==> src/rtl/seg_pkg.sv <==
// Shared seven-segment glyph constants and the hex/decimal glyph table.
// Glyphs are active-low, bit 7 is the decimal point, bits 6..0 are g..a.
package seg_pkg;

  localparam logic [7:0] SEG_BLANK = 8'hFF;
  localparam logic [7:0] SEG_DASH  = 8'hBF;

  // Glyph with the decimal point off; decimal mode turns A..F into a dash.
  function automatic logic [7:0] hex_to_seg(input logic [3:0] nibble, input logic dec_mode);
    logic [7:0] g;
    case (nibble)
      4'h0:    g = 8'hC0;
      4'h1:    g = 8'hF9;
      4'h2:    g = 8'hA4;
      4'h3:    g = 8'hB0;
      4'h4:    g = 8'h99;
      4'h5:    g = 8'h92;
      4'h6:    g = 8'h82;
      4'h7:    g = 8'hF8;
      4'h8:    g = 8'h80;
      4'h9:    g = 8'h90;
      4'hA:    g = 8'h88;
      4'hB:    g = 8'h83;
      4'hC:    g = 8'hC6;
      4'hD:    g = 8'hA1;
      4'hE:    g = 8'h86;
      default: g = 8'h8E;
    endcase
    if (dec_mode && nibble > 4'd9) g = SEG_DASH;
    return g;
  endfunction

endpackage

==> src/rtl/seg_decoder.sv <==
// Combinational nibble-to-segment decoder with decimal-point control.
module seg_decoder
  import seg_pkg::*;
(
  input  logic [3:0] nibble,
  input  logic       dec_mode,
  input  logic       dp,
  output logic [7:0] seg
);

  logic [7:0] glyph;

  assign glyph = hex_to_seg(nibble, dec_mode);
  assign seg   = {glyph[7] & ~dp, glyph[6:0]};

endmodule

==> src/rtl/seg_scan_display.sv <==
// Multiplexed common-anode seven-segment scanner with shadowed value/masks,
// per-digit blink/blank/dp and leading-zero suppression.
module seg_scan_display
  import seg_pkg::*;
#(
  parameter int DIGITS      = 4,
  parameter int SCAN_DIV    = 250000,
  parameter int BLINK_TICKS = 21
) (
  input  logic                  clock,
  input  logic                  resetn,
  input  logic [4*DIGITS-1:0]   value,
  input  logic [DIGITS-1:0]     blink_mask,
  input  logic [DIGITS-1:0]     blank_mask,
  input  logic [DIGITS-1:0]     dp_mask,
  input  logic                  dec_mode,
  input  logic                  lz_en,
  input  logic                  load,
  output logic [7:0]            seg,
  output logic [DIGITS-1:0]     an
);

  localparam int PW = $clog2(SCAN_DIV);
  localparam int IW = (DIGITS > 1) ? $clog2(DIGITS) : 1;
  localparam int BW = (BLINK_TICKS > 1) ? $clog2(BLINK_TICKS) : 1;

  logic [PW-1:0]       pre_cnt;
  logic [IW-1:0]       idx;
  logic [BW-1:0]       blink_cnt;
  logic                show;

  logic [4*DIGITS-1:0] sh_value;
  logic [DIGITS-1:0]   sh_blink;
  logic [DIGITS-1:0]   sh_blank;
  logic [DIGITS-1:0]   sh_dp;
  logic                sh_dec;
  logic                sh_lz;

  logic                tick;
  logic                blink_wrap;
  logic                show_next;
  logic [IW-1:0]       idx_next;
  logic [3:0]          sel_nibble;
  logic [7:0]          glyph;
  logic [7:0]          seg_next;
  logic [DIGITS-1:0]   an_next;
  logic [DIGITS-1:0]   lz_sup;

  assign tick       = (pre_cnt == PW'(SCAN_DIV - 1));
  assign blink_wrap = (blink_cnt == BW'(BLINK_TICKS - 1));
  assign show_next  = blink_wrap ? ~show : show;
  assign idx_next   = (idx == IW'(DIGITS - 1)) ? '0 : idx + IW'(1);
  assign sel_nibble = sh_value[{idx_next, 2'b00} +: 4];
  assign an_next    = ~(DIGITS'(1) << idx_next);

  // A digit is suppressed when it and every more significant digit are zero.
  always_comb begin
    logic run;
    // NOTE: every always_comb output gets a default first so no path leaves
    // it unassigned, which would infer a latch; blocking '=' is correct here.
    lz_sup = '0;
    run    = 1'b1;
    for (int k = DIGITS - 1; k >= 1; k--) begin
      run       = run & (sh_value[k*4 +: 4] == 4'h0);
      lz_sup[k] = sh_lz & run;
    end
  end

  seg_decoder u_dec (
    .nibble   (sel_nibble),
    .dec_mode (sh_dec),
    .dp       (sh_dp[idx_next]),
    .seg      (glyph)
  );

  // Content for the digit about to be driven; the blink phase is the one
  // that takes effect at this same tick edge.
  always_comb begin
    seg_next = glyph;
    if (sh_blank[idx_next])                    seg_next = SEG_BLANK;
    else if (sh_blink[idx_next] && !show_next) seg_next = SEG_BLANK;
    else if (lz_sup[idx_next])                 seg_next = SEG_BLANK;
  end

  // NOTE: sequential state uses non-blocking '<=' so every register samples
  // the pre-edge values, independent of statement order.
  always_ff @(posedge clock or negedge resetn) begin
    if (!resetn) begin
      pre_cnt   <= '0;
      idx       <= '0;
      blink_cnt <= '0;
      show      <= 1'b1;
      sh_value  <= '0;
      sh_blink  <= '0;
      sh_blank  <= '0;
      sh_dp     <= '0;
      sh_dec    <= 1'b0;
      sh_lz     <= 1'b0;
      seg       <= SEG_BLANK;
      an        <= '1;
    end else begin
      pre_cnt <= tick ? '0 : pre_cnt + PW'(1);
      if (load) begin
        sh_value <= value;
        sh_blink <= blink_mask;
        sh_blank <= blank_mask;
        sh_dp    <= dp_mask;
        sh_dec   <= dec_mode;
        sh_lz    <= lz_en;
      end
      if (tick) begin
        idx       <= idx_next;
        blink_cnt <= blink_wrap ? '0 : blink_cnt + BW'(1);
        show      <= show_next;
        seg       <= seg_next;
        an        <= an_next;
      end
    end
  end

endmodule
==> config.mk <==
export PLATFORM = sky130hd
export DESIGN_NAME = seg_scan_display
export DESIGN_NICKNAME = d
export VERILOG_FILES = /design/src/rtl/seg_pkg.sv /design/src/rtl/seg_decoder.sv /design/src/rtl/seg_scan_display.sv
export SDC_FILE = /design/constraint.sdc
export NUM_CORES = 1
export LEC_CHECK = 0
export BUFFER_PORTS_ARGS = -buffer_cell sky130_fd_sc_hd__clkbuf_2
export CORE_UTILIZATION = 41
export CTS_CLUSTER_DIAMETER = 30
export CTS_CLUSTER_SIZE = 40
export DETAILED_ROUTE_END_ITERATION = 6
export PLACE_DENSITY_LB_ADDON = 0.05
export SLEW_MARGIN = 20
export SYNTH_ARGS = -nofsm -noshare
export SYNTH_HDL_FRONTEND = slang
export SYNTH_SLANG_ARGS = --single-unit
export TNS_END_PERCENT = 30
==> constraint.sdc <==
create_clock -name clock -period 4 [get_ports clock]
set_input_delay 0.8 -clock clock [delete_from_list [all_inputs] [get_ports clock]]
set_output_delay 0.8 -clock clock [all_outputs]
set_load 0.02 [all_outputs]
==> metrics.md <==
| Metric | Value |
|---|---|
| Crit Path Class | `reg2reg` |
| Clock Tree Buf Depth | `2` |
| TritonCTS clock tree | `yes` |
| Maximum vdd drop | `0.241 mV` |
| Synth unique cells | `44` |
| Setup TNS | `0 ns` |
| Number of port buffers | `44` |
| Dominant cells by area after synthesis | `dfrtp_1 41%, mux2_2 11%, dfstp_2 10%` |
| Crit Path Max Fanout | `10` |
| Primary FF master, synth | `dfrtp_1` |
| Mapped cell area | `3390 um^2` |
| Row cnt | `32` |
| Initial Util | `43.2%` |
| Drt pass-1 iters | `4` |
| FF+latch count, synth | `68` |
| Worst path cell trace | `ha_1 -> nor2_4 -> mux4_2 -> inv_1 -> ha_1 -> nor2_1 -> o211ai_1 -> nand4b_2 -> o22a_1` |
| Largest net degree at the start of global routing | `44` |
| First-pass GRT wire length | `11.3 mm` |
| IO Pins | `45` |
| Cts repair resizes | `0` |
| Critical Path AT | `3.06 ns` |
| Initial antenna violation count | `0` |
| CP top delay family | `multiplexers` |
| Root Buffer | `clkbuf_8` |
| Number of nets with antenna violations after routing | `0` |
| Layout cells sized above 1 | `36.6%` |
| Area share of the largest cell type after synthesis | `40.6%` |
| Fmax | `358 MHz` |
| Vias in the first global route | `2184` |
| Max-slew headroom | `49.2%` |
| Crit. End Element | `register` |
| Number of synthesized flops with an enable pin | `0` |
| YS warnings | `0` |
| Mapped Nets | `329` |
| Run status | `completed` |
| GP Congestion | `0.777` |
| Final Max Slew Viols | `0` |
| Die height | `92.9 um` |
| Element type at the critical path start | `register` |
| Grt ovf | `0` |
| Synthesized area per cell | `12.1 um^2` |
| CP peak stage delay | `0.63 ns` |
| Core Footprint | `7850 um^2` |
| Critical Path RT | `4.27 ns` |
| CP dominant cell by count | `ha_1` |
| DIE AREA | `8640 um^2` |
| Clock skew | `0.00692 ns` |
| WL/cell | `15.3 um` |
| Mapped Cells | `281` |
| Total Routed Length | `6.61 mm` |
| Number of buffers created by CTS | `9` |
| Clk slew on worst S/H paths | `0.08 ns` |
| DRC errors left | `0` |
| Buffers & Inverters on Critical Path | `1` |
| Hold crit path type | `in2async` |
| Seq/Total Area, Yosys | `50.7%` |
| CP max-delay cell | `mux4_2` |
| Final Hold Viols | `0` |
| DR vias/cell | `5.08` |
| Final worst-path cycle share | `69.8%` |
| Final setup viols | `0` |
| Nets | `374` |
| Routed via count | `2198` |
| Final worst-path setup slack | `1.21 ns` |
| Postcts setup bufs | `0` |
| Diode count | `0` |
| Synth area leader | `dfrtp_1` |
| Die Wd | `92.9 um` |
| DPL Wire Length | `4.68 mm` |
| Clk sinks | `68` |
| Dpl ws | `1.19 ns` |
| RSZ-0062 raised after global routing | `no` |
| Synthesis-to-layout area growth | `15.4%` |
| Max-cap violation count | `0` |
| Worst skew pair latency | `0.34 ns` |
| Initial drt markers | `55` |
| Pwr/cell area | `384 nW/um^2` |
| Minimum clock period | `2.79 ns` |
| Tot GR Track Use | `17.4%` |
| Least-Margin Pin Slew | `0.762 ns` |
| Hold buffers post-CTS | `0` |
| H-tree levels | `3` |
| Ys async rst share | `100%` |
| LEAKAGE | `1.73 nW` |
-- final cells by class --
| type | count | area [um^2] |
|---|---|---|
| Fill cell | 757 | 3940 |
| Sequential cell | 68 | 1720 |
| Multi-Input combinational cell | 190 | 1580 |
| Timing Repair Buffer | 45 | 228 |
| Tap cell | 102 | 128 |
| Clock buffer | 9 | 124 |
| Clock inverter | 7 | 91.3 |
| Inverter | 12 | 45.0 |
-- flip-flops by register name, summed over array words and instances (netlist names), 2 cells and up --
register   cells
sh_value      16
an             4
idx            2
sh_blank       4
blink_cnt      5
sh_blink       4
pre_cnt       18
seg            8
sh_dp          4
-- cell usage in the layout (no fill, tap or decap), types with 2 or more instances in the layout --
cell type | Yosys | final
mux2_2 | 33 | 33
o22a_1 | 6 | 6
nor3b_1 | 2 | 2
xor2_1 | 6 | 6
xnor2_1 | 11 | 11
inv_1 | 12 | 12
ha_1 | 15 | 15
nor2_4 | 2 | 2
nand3_1 | 6 | 6
mux2i_1 | 5 | 5
a21o_1 | 2 | 2
dfstp_2 | 13 | 13
clkinv_2 | 0 | 3
bufinv_16 | 0 | 2
a21oi_1 | 5 | 5
clkbuf_2 | 0 | 43
clkbuf_8 | 0 | 9
nor2_1 | 18 | 18
nand4_1 | 6 | 6
dfrtp_1 | 55 | 55
nor3_1 | 3 | 3
mux4_2 | 7 | 7
nand2_1 | 20 | 20
o21ai_1 | 4 | 4
nand2b_1 | 2 | 2
or3_1 | 3 | 3
o21ai_0 | 8 | 8
o211ai_1 | 2 | 2
o22ai_1 | 2 | 2
nor4_1 | 5 | 5
and3b_1 | 2 | 2
nor4b_1 | 2 | 2
-- cell families (layout without fill, tap and decap cells) --
family | Yosys count | count (layout) | synth area share [%]
xor+xnor | 17 | 17 | 4.39
mux | 46 | 46 | 17.4
compound gates | 33 | 33 | 6.31
simple gates | 79 | 79 | 12.8
fa+ha+maj | 15 | 15 | 5.54
buf+inv | 23 | 73 | 2.81
flops | 68 | 68 | 50.7
-- power breakdown --
part / leakage, nW / internal [mW] / switching [mW]
registers: 0.820 / 0.718 / 0.0225
logic: 0.803 / 0.0722 / 0.0663
clock network: 0.109 / 0.349 / 0.273
total: 1.73 / 1.14 / 0.362
-- final timing paths --
check                       start     endpoint  slack (ns)  depth (start not counted)
min in group clock          an[0]        an[0]        0.46                          2
hold reg to reg             an[0]        an[0]        0.46                          2
setup / recovery           idx[0]       seg[1]        1.21                          9
setup reg to reg           idx[0]       seg[1]        1.21                          9
hold / removal             resetn       sh_dec        0.45                          1
max in group asynchronous  resetn  pre_cnt[14]        2.58                          2
-- through the flow --
stage | utilization [%] | hold slack [ns] | instances | power [mW] | instance area [um^2]
finish | 49.8 | 0.452 | 433 | 1.50 | 3910
global route | 49.8 | 0.486 | 433 | 1.57 | 3910
CTS | 49.8 | 0.458 | 433 | 1.52 | 3910
detailed placement | 47.1 | 0.461 | 417 | 0.894 | 3690
global placement | 47.1 | 0.458 | 417 | 0.893 | 3690
floorplan | - | 0.455 | 281 | 0.839 | 3390
-- per-layer routing --
metal / global-route usage, % / vias to the layer above / wire [um]
met3: 5.25 / 10 / 321
met5: 0 / - / 0
met1: 25.6 / 1054 / 3420
met2: 24.1 / 47 / 2780
met4: 5.77 / 0 / 90
li1: - / 1087 / -
-- Yosys cell counts (6+ instances only) --
master and instances:
xnor2_1 11, clkbuf_1 6, nor2_1 18, dfstp_2 13, nand3_1 6, xor2_1 6, mux4_2 7, nand2_1 20
o21ai_0 8, ha_1 15, dfrtp_1 55, inv_1 12, o22a_1 6, mux2_2 33, nand4_1 6
-- worst register-to-register path: stages, from the launching register on --
cell and delay, ns:
dfrtp_1 0.45, ha_1 0.26, nor2_4 0.28, mux4_2 0.63, inv_1 0.16, ha_1 0.25
nor2_1 0.06, o211ai_1 0.20, nand4b_2 0.22, o22a_1 0.23
(Power assumes the default switching activity.)
